<file path="src/rtl/cv32e40p_pkg.sv">
// Shared types for the prefetch sequencer: FSM state encoding and address alignment helper.
package cv32e40p_pkg;

    typedef enum logic [1:0] {
        IDLE        = 2'd0,
        BRANCH_WAIT = 2'd1,
        ERR_HALT    = 2'd2
    } prefetch_seq_state_e;

    function automatic logic [31:0] align_addr(input logic [31:0] addr, input int unsigned bytes);
        return addr & ~(32'(bytes) - 32'd1);
    endfunction

endpackage

</file>
<file path="src/rtl/cv32e40p_prefetch_flush_cnt.sv">
// Counts bus responses still to be discarded after a redirect; responses are only
// forwarded once this counter has drained to zero.
module cv32e40p_prefetch_flush_cnt #(
    parameter int unsigned CNT_W = 3
) (
    input  logic             clk,
    input  logic             rst_n,
    input  logic             load_i,
    input  logic [CNT_W-1:0] outstanding_i,
    input  logic             resp_valid_i,
    output logic             flushing_o
);

    logic [CNT_W-1:0] flush_cnt_q, flush_cnt_d;

    // A response arriving in the redirect cycle already belongs to the old stream.
    always_comb begin
        flush_cnt_d = flush_cnt_q;
        if (load_i) begin
            flush_cnt_d = outstanding_i;
            if (resp_valid_i && outstanding_i != '0) begin
                flush_cnt_d = outstanding_i - CNT_W'(1);
            end
        end else if (resp_valid_i && flush_cnt_q != '0) begin
            flush_cnt_d = flush_cnt_q - CNT_W'(1);
        end
    end

    always_ff @(posedge clk or negedge rst_n) begin
        if (!rst_n) begin
            flush_cnt_q <= '0;
        end else begin
            flush_cnt_q <= flush_cnt_d;
        end
    end

    assign flushing_o = (flush_cnt_q != '0);

endmodule

</file>
<file path="src/rtl/cv32e40p_prefetch_sequencer.sv">
// Instruction prefetch sequencer: issues fetch addresses, tracks outstanding bus traffic and
// steers responses to fetch or FIFO. Hardware-loop redirects enabled by CV32E40P_PREFETCH_HWLP_EN.
module cv32e40p_prefetch_sequencer
    import cv32e40p_pkg::*;
#(
    parameter  int unsigned DEPTH           = 4,
    parameter  int unsigned MAX_OUTSTANDING = 2,
    parameter  int unsigned FETCH_BYTES     = 4,
    localparam int unsigned CNT_W           = $clog2(DEPTH) + 1
) (
    input  logic             clk,
    input  logic             rst_n,
    input  logic             req_i,
    input  logic             branch_i,
    input  logic [31:0]      branch_addr_i,
    input  logic             hwlp_jump_i,
    input  logic [31:0]      hwlp_target_i,
    output logic             trans_valid_o,
    input  logic             trans_ready_i,
    output logic [31:0]      trans_addr_o,
    input  logic             resp_valid_i,
    input  logic             resp_err_i,
    input  logic             fetch_ready_i,
    output logic             fetch_valid_o,
    output logic             fifo_push_o,
    output logic             fifo_pop_o,
    output logic             fifo_flush_o,
    input  logic [CNT_W-1:0] fifo_cnt_i,
    output logic             busy_o
);

    localparam logic [CNT_W:0]   DEPTH_L   = (CNT_W + 1)'(DEPTH);
    localparam logic [CNT_W-1:0] MAX_OUT_L = CNT_W'(MAX_OUTSTANDING);
    localparam logic [31:0]      FB_L      = 32'(FETCH_BYTES);

    prefetch_seq_state_e state_q, state_d;
    logic [CNT_W-1:0]    cnt_q, cnt_d;
    logic [31:0]         addr_q, addr_d;
    logic                hwlp_jump;
    logic                handshake;
    logic                flushing;
    logic                fifo_nonempty;
    logic                resp_fwd_ok;
    logic [CNT_W-1:0]    cnt_m;

`ifdef CV32E40P_PREFETCH_HWLP_EN
    assign hwlp_jump = hwlp_jump_i;
`else
    logic unused_hwlp_jump;
    assign unused_hwlp_jump = hwlp_jump_i;
    assign hwlp_jump        = 1'b0;
`endif

    // A redirect discards the FIFO contents, so their occupancy no longer limits issue.
    assign cnt_m         = (branch_i || hwlp_jump) ? '0 : fifo_cnt_i;
    assign fifo_nonempty = (fifo_cnt_i != '0);

    assign trans_valid_o = rst_n && req_i
                         && !(state_q == ERR_HALT && !branch_i)
                         && (({1'b0, cnt_m} + {1'b0, cnt_q}) < DEPTH_L)
                         && (cnt_q < MAX_OUT_L);
    assign handshake     = trans_valid_o && trans_ready_i;

    always_comb begin
        if (branch_i) begin
            trans_addr_o = align_addr(branch_addr_i, FETCH_BYTES);
        end else if (hwlp_jump) begin
            trans_addr_o = align_addr(hwlp_target_i, FETCH_BYTES);
        end else if (state_q == BRANCH_WAIT) begin
            trans_addr_o = addr_q;
        end else begin
            trans_addr_o = align_addr(addr_q, FETCH_BYTES) + FB_L;
        end
    end

    always_comb begin
        addr_d = addr_q;
        if (branch_i || hwlp_jump || handshake) begin
            addr_d = trans_addr_o;
        end
    end

    // A branch overrides everything, including an error arriving in the same cycle.
    always_comb begin
        state_d = state_q;
        if (branch_i) begin
            state_d = handshake ? IDLE : BRANCH_WAIT;
        end else if (resp_valid_i && resp_err_i && !flushing) begin
            state_d = ERR_HALT;
        end else begin
            case (state_q)
                IDLE:        if (hwlp_jump && !handshake) state_d = BRANCH_WAIT;
                BRANCH_WAIT: if (handshake) state_d = IDLE;
                default:     state_d = state_q;
            endcase
        end
    end

    always_comb begin
        cnt_d = cnt_q;
        if (handshake && !resp_valid_i) begin
            cnt_d = cnt_q + CNT_W'(1);
        end else if (!handshake && resp_valid_i) begin
            cnt_d = cnt_q - CNT_W'(1);
        end
    end

    always_ff @(posedge clk or negedge rst_n) begin
        if (!rst_n) begin
            state_q <= IDLE;
            cnt_q   <= '0;
            addr_q  <= '0;
        end else begin
            state_q <= state_d;
            cnt_q   <= cnt_d;
            addr_q  <= addr_d;
        end
    end

    cv32e40p_prefetch_flush_cnt #(
        .CNT_W (CNT_W)
    ) u_flush_cnt (
        .clk           (clk),
        .rst_n         (rst_n),
        .load_i        (branch_i || hwlp_jump),
        .outstanding_i (cnt_q),
        .resp_valid_i  (resp_valid_i),
        .flushing_o    (flushing)
    );

    // Responses bypass the FIFO when it is empty and fetch can take them directly.
    assign resp_fwd_ok   = !branch_i && !flushing;
    assign fetch_valid_o = rst_n && (fifo_nonempty || resp_valid_i) && resp_fwd_ok;
    assign fifo_push_o   = rst_n && resp_valid_i && (fifo_nonempty || !fetch_ready_i) && resp_fwd_ok;
    assign fifo_pop_o    = rst_n && fifo_nonempty && fetch_ready_i;
    assign fifo_flush_o  = rst_n && branch_i;
    assign busy_o        = (cnt_q != '0) || trans_valid_o;

endmodule

</file>
<file path="config.mk">
export PLATFORM = sky130hd
export DESIGN_NAME = cv32e40p_prefetch_sequencer
export DESIGN_NICKNAME = d
export VERILOG_FILES = /design/src/rtl/cv32e40p_pkg.sv /design/src/rtl/cv32e40p_prefetch_flush_cnt.sv /design/src/rtl/cv32e40p_prefetch_sequencer.sv
export SDC_FILE = /design/constraint.sdc
export NUM_CORES = 1
export LEC_CHECK = 0
export ABC_AREA = 1
export BUFFER_PORTS_ARGS = -buffer_cell sky130_fd_sc_hd__buf_2
export CORE_MARGIN = 3
export CORE_UTILIZATION = 56
export DETAILED_ROUTE_END_ITERATION = 6
export PLACE_DENSITY_LB_ADDON = 0.3
export SLEW_MARGIN = 30
export SYNTH_ARGS = -nofsm -noshare
export SYNTH_HDL_FRONTEND = slang
export SYNTH_HIERARCHICAL = 1
export SYNTH_SLANG_ARGS = --single-unit
</file>
<file path="constraint.sdc">
create_clock -name clk -period 5.9 [get_ports clk]
set_input_delay 1.18 -clock clk [delete_from_list [all_inputs] [get_ports clk]]
set_output_delay 1.18 -clock clk [all_outputs]
set_load 0.02 [all_outputs]
</file>
# [After elaboration in Yosys (flattened, before gate mapping)]
# Index checks and enable logic that the tools add are counted.
[totals] regBits=40 inputBits=76
[op_classes] n_addsub=5 n_lt_le_gt_ge=2 eq_ne=2 n_mux=13 n_reduce_logical=39
[op_table] cell="two-way mux 32 bit" n=2
[op_table] cell="adder 32 x 3 -> 32 bit, second input constant" n=1
[op_table] cell="logical AND 1 bit" n=21
[op_table] cell="two-way mux 3 bit" n=6
[op_table] cell="nonzero test 3 bit" n=5
[op_table] cell="two-way mux 2 bit" n=4
[op_table] cell="logical NOT 1 bit" n=6
[op_table] cell="subtractor 3 x 1 -> 3 bit, second input constant" n=2
[op_table] cell="adder 3 x 3 -> 4 bit" n=1
[op_table] cell="logical OR 1 bit" n=4
[op_table] cell="< comparator 4 x 3 -> 1 bit, second input constant" n=1
[op_table] cell="nonzero test 2 bit" n=2
[op_table] cell="adder 3 x 1 -> 3 bit, second input constant" n=1
[op_table] cell="< comparator 3 x 2 -> 1 bit, second input constant" n=1
[op_table] cell="equality test 2 x 1 -> 1 bit, second input constant" n=1
[op_table] cell="equality test 2 bit, second input constant" n=1
[op_table] cell="AND reduction 2 bit" n=1
[op_table] cell="two-way mux 1 bit" n=1

# [Depth between registers and ports, before layout]
# Gate-level depths: netlist of run 1.
[logic_depth] ltp_word=11 mapped_depth=14 depth_no_buf=14

# [Modules after synthesis]
# The synthesis of run 1 kept the hierarchy.
[by_module_without_submodules] mod="cv32e40p_prefetch_sequencer" n_inst=1 cells_per_inst=478 area_each_um2=3185.6 seq_area_each_um2=925.9
[by_module_without_submodules] mod="cv32e40p_prefetch_flush_cnt" n_inst=1 cells_per_inst=47 area_each_um2=300.3 seq_area_each_um2=75.1

# [Worst setup path after synthesis of run 1]
# No wires, ideal clock.
[synth_path] path_type="input-to-output" startpoint="in branch_i" endpoint="out busy_o" arrival_time_ps=2398 required_time_ps=4720 slack_ps=2322 cell_stages=6 path_buffers=1 cell_sequence="clkbuf_1 nor2_1 ha_1 nor4_4 nand2_1 nand2_1"
[synth_via] elab_chain_len=7
[synth_rtl] element="start, declared" line_no="cv32e40p_prefetch_sequencer.sv:14" text="input logic branch_i,"
[synth_rtl] element="branches (longest 4 deep; another with adder 3 x 3 -> 4 bit)"
[synth_rtl] element="logical AND 1 bit *" line_no="cv32e40p_prefetch_sequencer.sv:60" text="&& (({1'b0, cnt_m} + {1'b0, cnt_q}) < DEPTH_L)"
[synth_rtl] element="logical AND 1 bit *" line_no="cv32e40p_prefetch_sequencer.sv:61" text="&& (cnt_q < MAX_OUT_L);"
[synth_rtl] element="logical OR 1 bit *" line_no="cv32e40p_prefetch_sequencer.sv:137" text="assign busy_o = (cnt_q != '0) || trans_valid_o;"
[synth_rtl] element="end, declared" line_no="cv32e40p_prefetch_sequencer.sv:29" text="output logic busy_o"
# Mark *: on every way between the ends.

# [Worst setup path in the final report of run 1]
[layout_path] startpoint="in branch_i" endpoint="out trans_addr_o[22]"
[layout_via] elab_chain_len=1
[layout_rtl] element="two-way mux 32 bit" line_no="cv32e40p_prefetch_sequencer.sv:65" text="if (branch_i) begin"
[layout_rtl] element="end, declared" line_no="cv32e40p_prefetch_sequencer.sv:20" text="output logic [31:0] trans_addr_o,"
# Every way passes these cells.

==> metrics.cfg, run 1 <==
[final_layout]
nNetsFinal = 679
antenna_cells = 0
drive_gt1_share_pct = 24.9
syn_to_final_growth_pct = 14.2

[setup_path]
cp.arrival_ns = 3.29
cp-start-kind = input port
critPathKind = in -> out
worst_path_most_repeated_cell = buf_2
slowest_delay_ns = 0.76
endpoint_kind = output pin
reg2reg_from = cnt_q[2]
slowest_stage = clkinv_2
rrSetupSlack_ns = 3.31
crit_buf_inv = 3
crit_fanout = 68
worstRegToRegCells = 7
crit_path_cell_trace = buf_2 > clkinv_2 > or2_2 > a21boi_0 > buf_2
r2r_end = addr_q[15]
required_ns = 4.72
crit_cells = 5
critPathTopFamily = buffers and inverters

[synth]
synth_area_mm2 = 0.00349
synth_top_family_by_area = simple AND/OR/NAND/NOR gates
synth-edff-count = 0
synth.area.top_cells = dfrtp_1 29%, nand2_1 19%, nand3_1 7.8%
synth_compound_area_share_pct = 7.39
synth.top_cell.area_share_pct = 28.7
netlist_instances = 525
syn_nets = 610
synth_xor_area_share_pct = 1.76
yosysUniqueCellTypes = 37
synth_flop_cell = dfrtp_1
synth_warnings = 6
synthSimpleGateAreaFrac_pct = 47.8
ys_seq_area_share_pct = 28.7
synth.area.mux_share_pct = 0
ys_ff_latch = 40
avgSynthCellArea_um2 = 6.64
async_flop_share_pct = 100
synth_top_area_cell = dfrtp_1
yosys.area_share.adder_pct = 3.45

[place]
gp_congestion = 0.838
dp_hpwl_um = 6060
io_buffers = 78

[route]
via_count = 3517
routedWlPerCell_um = 12.5
drt_first_pass_iters = 4
finalWirelength_um = 8380
first_iter_violations = 172
drcViolationCount = 0
ant_nets = 0
vias_per_cell = 5.25

[sta]
finClkSkew_ns = 0.00737
tns_ns = 0
drv_slew = 0
hold_violations = 0
min_period_ns = 4.47
relSlewSlack_pct = 44.9
period_share_pct = 75.8
finalSetupViolCount = 0
fmax_mhz = 224
worst_slew_pin_slew_ns = 0.826
rsz0062_at_grt = false

[cts]
postCtsResizedCells = 0
numClockSinks = 40
cts_root_buffer = clkbuf_8
clk_latency_ns = 0.30
h-tree-depth = 2
path_clk_slew_ns = 0.08
hold_buffers = 0
ctsLongestPathBuffers = 2
postCtsSetupBuffers = 0
cts_buffers = 5
cts_tree = yes

[pwr]
ir_worst_vdd_mv = 0.149
p_per_area_mw_per_mm2 = 266
totalPowerFinal_w = 0.00106
leakagePower_nw = 2.23

[floorplan]
placementRows = 28
die_y_um = 84.9
io_pins = 114
die_area_mm2 = 0.00721
core_mm2 = 0.00599
die_x_um = 84.9
initial_core_util_pct = 58.2

[global_routing]
grt_pass1_wl_um = 14800
antenna_found_initial = 0
grt_max_degree = 69
grt_use_total_pct = 24.7
grt_overflow = 0
grt_pass1_vias = 3447

[hold_path]
min_path_cells = 2
hp-start = u_flush_cnt/flush_cnt_q[1]
hp-class = reg -> reg
hold_path_end = u_flush_cnt/flush_cnt_q[1]

[outcome]
status = finished clean

[job]
maxCapViolCount = 0

[worst reg2reg max path, cell delays in order (launching register included)]
cell and delay, ns:
dfrtp_1 0.43, ha_1 0.34, nor4_4 0.33, nand3_2 0.12, nand2_2 0.59, inv_2 0.44, nand2_1 0.16, nand2_1 0.07
[where the power goes]
group / total (W) / switching (W) / leakage, nW / internal (W)
sequential: 0.000394 / 0.0000671 / 0.490 / 0.000327
combinational: 0.000410 / 0.000262 / 1.67 / 0.000149
clock: 0.000254 / 0.000105 / 0.0645 / 0.000149
[flip-flops by register name, summed over array words and instances, names as in the netlist]
| register | flops |
|---|---|
| u_flush_cnt/flush_cnt_q | 3 |
| cnt_q | 3 |
| state_q | 2 |
| addr_q | 32 |
[kinds of logic (layout without fill, tap and decap cells)]
| family | count (synthesis) | in the layout |
|---|---|---|
| simple gates | 341 | 341 |
| buf+inv | 85 | 155 |
| compound gates | 43 | 43 |
| flops | 40 | 40 |
| fa+ha+maj | 9 | 9 |
| xor+xnor | 7 | 7 |
[cell usage in the layout, fill, tap and decap left out, drive strengths merged, types with 10 or more instances in the layout]
master / n
a21boi: 10
o21ai: 18
nand4: 17
nor2: 51
buf: 79
dfrtp: 40
inv: 67
or2: 15
nand2: 189
nand3: 59
[final cells by class]
class,instances,area (um2)
Clock buffer,7,96.3
Clock inverter,1,30.0
Fill cell,539,2010
Inverter,68,256
Multi-Input combinational cell,400,2110
Sequential cell,40,1000
Tap cell,75,93.8
Timing Repair Buffer,79,398
[metal layers]
| layer | vias up | wire [um] | global-route usage, % |
|---|---|---|---|
| met5 | - | 0 | 0 |
| li1 | 1798 | - | - |
| met1 | 1609 | 3630 | 30.4 |
| met4 | 0 | 116 | 7.48 |
| met2 | 100 | 4160 | 43.9 |
| met3 | 10 | 480 | 4.47 |
[cells in the mapped netlist, drive strengths merged (5+ instances only)]
cell type,count
nor2,51
buf,14
a21oi,8
nand2,189
or2,15
ha,8
a31oi,6
nand4,17
inv,68
and2,5
o21ai,18
a21boi,10
dfrtp,40
nand3,59
[through the flow]
step | util [%] | std cells | hold slack (ns) | area, um2 | setup slack (ns)
final | 66.5 | 670 | 0.492 | 3980 | 1.43
after global routing | 66.5 | 670 | 0.520 | 3980 | 1.22
after CTS | 66.5 | 670 | 0.503 | 3980 | 1.80
after detailed placement | 64.3 | 662 | 0.482 | 3850 | 1.81
after global placement | 64.3 | 662 | 0.467 | 3850 | 1.85
after floorplan | - | 525 | 0.449 | 3490 | 2.32
[worst max path at each step]
stage | start | end | slack [ns]
6_report | branch_i | trans_addr_o[22] | 1.43
5_1_grt | branch_i | trans_addr_o[22] | 1.22
4_1_cts | branch_i | trans_addr_o[22] | 1.80
3_5_place_dp | branch_i | trans_addr_o[19] | 1.81
3_3_place_gp | branch_i | trans_addr_o[6] | 1.85
2_1_floorplan | branch_i | busy_o | 2.32
(Power assumes the default switching activity.)
==> run 2, diff against run 1 <==
--- a/config.mk
+++ b/config.mk
@@ -8,7 +8,7 @@
 export ABC_AREA = 1
 export BUFFER_PORTS_ARGS = -buffer_cell sky130_fd_sc_hd__buf_2
 export CORE_MARGIN = 3
-export CORE_UTILIZATION = 56
+export CORE_UTILIZATION = 47
 export DETAILED_ROUTE_END_ITERATION = 6
 export PLACE_DENSITY_LB_ADDON = 0.3
 export SLEW_MARGIN = 30
==> constraint.sdc (replaced) <==
create_clock -name clk -period 3.9 [get_ports clk]
set_input_delay 0.78 -clock clk [delete_from_list [all_inputs] [get_ports clk]]
set_output_delay 0.78 -clock clk [all_outputs]
set_load 0.02 [all_outputs]
==> run 2 against run 1 <==
Compared with the run above: first-iteration DRC count up 17%; global-route usage shrank 3.9 points; clock skew increased by 0.0027 ns; power up 48%; critical endpoint is now trans_addr_o[10].
==> metrics.cfg, run 2 (synthesis results as in run 1) <==
[global_routing]
grt_pass1_wl_um = 14700
antenna_found_initial = 0
grt_max_degree = 43
grt_pass1_vias = 3376
grt_use_total_pct = 20.8
grt_overflow = 0

[final_layout]
nNetsFinal = 683
syn_to_final_growth_pct = 15.8
layout_commonest_cell = nand2_1
largest_register = addr_q
drive_gt1_share_pct = 25.4
final_cell_mix = 176 x nand2_1, 78 x buf_2, 59 x inv_1
reg_top3 = addr_q x32, cnt_q x3, u_flush_cnt/flush_cnt_q x3
instances_no_fill = 695
largest_reg_flops = 32
antenna_cells = 0

[cts]
ctsLongestPathBuffers = 2
h-tree-depth = 2
cts_root_buffer = clkbuf_8
cts_buffers = 5
clk_latency_ns = 0.30
cts_tree = yes
postCtsResizedCells = 0
numClockSinks = 40
path_clk_slew_ns = 0.09
hold_buffers = 0
postCtsSetupBuffers = 0

[setup_path]
slowest_stage = dfrtp_1
cp.arrival_ns = 2.17
required_ns = 3.12
crit_buf_inv = 2
crit_fanout = 19
critPathTopFamily = simple AND/OR/NAND/NOR gates
cp-start-kind = flop
endpoint_kind = output pin
slowest_delay_ns = 0.45
crit_path_cell_trace = inv_2 > nand2_2 > nand2_1 > nor2_2 > nand3_1 > xor2_1 > a21boi_1 > buf_2
critPathKind = reg -> out

[route]
via_count = 3477
drcViolationCount = 0
routedWlPerCell_um = 12.3
vias_per_cell = 5.00
finalWirelength_um = 8540
drt_first_pass_iters = 4
ant_nets = 0
first_iter_violations = 201

[pwr]
ir_worst_vdd_mv = 0.173
leakagePower_nw = 2.24
p_per_area_mw_per_mm2 = 389

[place]
gp_congestion = 0.876
io_buffers = 78
dp.cells = 687
place_ws_ns = 0.775
dp_hpwl_um = 6410

[sta]
finClkSkew_ns = 0.0101
drv_slew = 0
tns_ns = 0
rsz0062_at_grt = false
period_share_pct = 75.5
relSlewSlack_pct = 67.5
worst_slew_pin_slew_ns = 0.487
hold_violations = 0
finalSetupViolCount = 0
worst_slack_ns = 0.955
min_period_ns = 2.95
fmax_mhz = 340

[floorplan]
placementRows = 30
io_pins = 114
core_mm2 = 0.00698
die_y_um = 92.1
die_area_mm2 = 0.00849
die_x_um = 92.1
initial_core_util_pct = 49.9

[job]
maxCapViolCount = 0

[hold_path]
hp-class = in -> async

[outcome]
status = finished clean

[run 2: cell count changes in the layout (fill, tap and decap cells not counted), sizes merged]
cell	change
buf	+4
clkbuf	-2
clkinvlp	+1
inv	+1
[run 2: final timing paths]
kind | start | end | slack (ns) | depth (start not counted)
max in group asynchronous | rst_n | addr_q[14] | 2.83 | 2
min | rst_n | addr_q[29] | 0.33 | 1
max | state_q[1] | trans_addr_o[10] | 0.95 | 8
min in group clk | u_flush_cnt/flush_cnt_q[1] | u_flush_cnt/flush_cnt_q[1] | 0.49 | 2
min reg2reg | u_flush_cnt/flush_cnt_q[1] | u_flush_cnt/flush_cnt_q[1] | 0.49 | 2
max reg2reg | cnt_q[2] | cnt_q[2] | 1.48 | 10
[run 2: worst register-to-register path, delay by kind of cell (launching register included)]
family,cells,cell delay [ns]
AO/OA/AOI/OAI,2,0.25
flip-flops,1,0.42
AND/OR/NAND/NOR,2,0.45
adder cells (fa/ha/maj),3,0.87
XOR/XNOR,1,0.15
buffers and inverters,2,0.17
[run 2: layout make-up]
cell class	count	area, um2
fill	720	2950
multi-input combinational	400	2110
sequential	40	1000
timing repair buffer	83	440
inverter	68	255
tap	96	120
clock buffer	5	68.8
clock inverter	3	42.5
[run 2: stage by stage]
stage	power [W]	utilization (%)	instance area [um2]	hold slack, ns
global placement	0.00119	56.2	3920	0.463
finish	0.00157	57.8	4040	0.333
CTS	0.00158	57.8	4040	0.338
detailed placement	0.00123	56.2	3920	0.467
floorplan	0.00105	-	3490	0.449
global route	0.00169	57.8	4040	0.336
[run 2: power breakdown]
group	switching, W	leakage, nW	internal [W]
combinational	0.000394	1.70	0.000230
clock	0.000160	0.0541	0.000190
sequential	0.000100	0.490	0.000495
[run 2: layer usage]
metal / global-route usage (%) / routed length (um) / vias to the layer above
met2: 39.1 / 4310 / 85
met4: 4.58 / 57 / 0
li1: - / - / 1802
met3: 2.46 / 397 / 6
met5: 0 / 0 / -
met1: 25.1 / 3770 / 1584
==> run 3, diff against run 2 <==
==> constraint.sdc (replaced) <==
create_clock -name clk -period 2.5 [get_ports clk]
set_input_delay 0.5 -clock clk [delete_from_list [all_inputs] [get_ports clk]]
set_output_delay 0.5 -clock clk [all_outputs]
set_load 0.02 [all_outputs]
==> run 3 against run 2 <==
Compared with the run above: critical path type unchanged; routed wire length increased by 11%; critical path depth increased by 2; design area increased by 9.2%; utilization increased by 5.3 points; final cell count increased by 4.5%; sequential cell count unchanged; critical endpoint is now trans_addr_o[31]; non-clock buffer count increased by 29; combinational power increased by 75%; clock-buffer cell count increased by 2; largest power group unchanged; clock skew decreased by 0.0036 ns; highest routed layer unchanged.
==> metrics.cfg, run 3 (synthesis results as in run 1) <==
[outcome]
status = finished clean

[floorplan]
die_x_um = 92.1
io_pins = 114
core_mm2 = 0.00698
die_y_um = 92.1
die_area_mm2 = 0.00849
initial_core_util_pct = 49.9
placementRows = 30

[final_layout]
reg_top3 = addr_q x32, cnt_q x3, u_flush_cnt/flush_cnt_q x3
largest_register = addr_q
syn_to_final_growth_pct = 26.4
layout_commonest_cell = nand2_1
final_cell_mix = 168 x nand2_1, 71 x buf_2, 56 x inv_1
antenna_cells = 0
largest_reg_flops = 32
nNetsFinal = 714
instances_no_fill = 726
drive_gt1_share_pct = 33.0

[route]
drcViolationCount = 0
drt_first_pass_iters = 5
vias_per_cell = 5.01
first_iter_violations = 256
via_count = 3637
met3_length_um = 452
m1WireLength_um = 4280
route.met2.wl_um = 4580
finalWirelength_um = 9440
ant_nets = 0
highest_layer = met4
routedWlPerCell_um = 13.0

[setup_path]
required_ns = 2.00
slowest_stage = dfrtp_1
cp-start-kind = flop
endpoint_kind = output pin
crit_buf_inv = 2
crit_cells = 10
cp.arrival_ns = 1.95
critPathKind = reg -> out
worstRegToRegCells = 10
critPathTopFamily = simple AND/OR/NAND/NOR gates
crit_fanout = 6
rrSetupSlack_ns = 0.20
slowest_delay_ns = 0.43
crit_path_cell_trace = nand2_2 > nor2_4 > nand2_4 > nor2_8 > buf_12 > nand3_2 > nand2_2 > nand3_2 > and2_4 > buf_6

[job]
maxCapViolCount = 0

[cts]
path_clk_slew_ns = 0.08
ctsLongestPathBuffers = 2
h-tree-depth = 2
cts_tree = yes
cts_root_buffer = clkbuf_8
cts_buffers = 5
clk_latency_ns = 0.30
hold_buffers = 0
numClockSinks = 40

[sta]
holdWs_ns = 0.299
period_share_pct = 98.0
fmax_mhz = 408
relSlewSlack_pct = 62.8
rsz0062_at_grt = true
finalSetupViolCount = 0
worst_slew_pin_slew_ns = 0.558
hold_violations = 0
worst_slack_ns = 0.0508
min_period_ns = 2.45
finClkSkew_ns = 0.00646
drv_slew = 0

[global_routing]
grt_overflow = 0
grt_pass1_vias = 3278
antenna_found_initial = 0
grt_pass1_wl_um = 14600
grt_max_degree = 44
grt_use_total_pct = 20.7

[hold_path]
hp-class = in -> async

[place]
dp_hpwl_um = 6340
dp.cells = 695
io_buffers = 78
place_ws_ns = -0.127
gp_congestion = 0.837

[pwr]
leakagePower_nw = 2.42
ir_worst_vdd_mv = 0.307
totalPowerFinal_w = 0.00249
p_per_area_mw_per_mm2 = 565

==> run 3: cell types whose count changed in the layout (fill, tap and decap cells not counted), sizes merged <==
| cell | change |
|---|---|
| clkinv | -1 |
| clkbuf | +2 |
| bufinv | -1 |
| buf | +29 |
| nor2 | +2 |
==> run 3: final cells by class <==
cell class | count | area [um2]
Sequential cell | 40 | 1000
Inverter | 68 | 258
Clock inverter | 1 | 7.51
Fill cell | 634 | 2570
Multi-Input combinational cell | 402 | 2240
Tap cell | 96 | 120
Timing Repair Buffer | 112 | 692
Clock buffer | 7 | 86.3
==> run 3: final timing paths <==
kind	start	end
min	rst_n	addr_q[0]
max reg2reg	cnt_q[2]	cnt_q[2]
min reg2reg	u_flush_cnt/flush_cnt_q[1]	u_flush_cnt/flush_cnt_q[1]
max in group asynchronous	rst_n	addr_q[12]
min in group clk	resp_err_i	state_q[1]
max	addr_q[9]	trans_addr_o[31]
==> run 3: layer usage <==
metal	up-vias	global-route usage, %
met1	1652	27.5
met4	0	4.95
li1	1873	-
met2	99	35.3
met3	13	3.04
met5	-	0
==> run 3: what timing repair did <==
action | CTS | global route
pin swaps | 0 | 15
hold endpoints to repair | 0 | 0
cloned | 0 | 2
endpoints found under the setup margin | 1 | 19
buffers inserted | 0 | 21
resized for setup | 1 | 41
==> run 3: where the power goes <==
| group | total [W] | internal [W] | switching (W) |
|---|---|---|---|
| Combinational | 0.00109 | 0.000426 | 0.000665 |
| Sequential | 0.000926 | 0.000774 | 0.000152 |
| Clock | 0.000476 | 0.000225 | 0.000251 |
| Total | 0.00249 | 0.00142 | 0.00107 |
==> run 3: stage by stage <==
stage                     utilization [%]  instance area [um2]  TNS [ns]
after floorplan                         -                 3500         0
after global placement               57.1                 3990   -0.0463
after detailed placement             57.1                 3990    -0.170
after CTS                            58.5                 4090         0
after global routing                 63.1                 4410    -0.410
final                                63.1                 4410         0
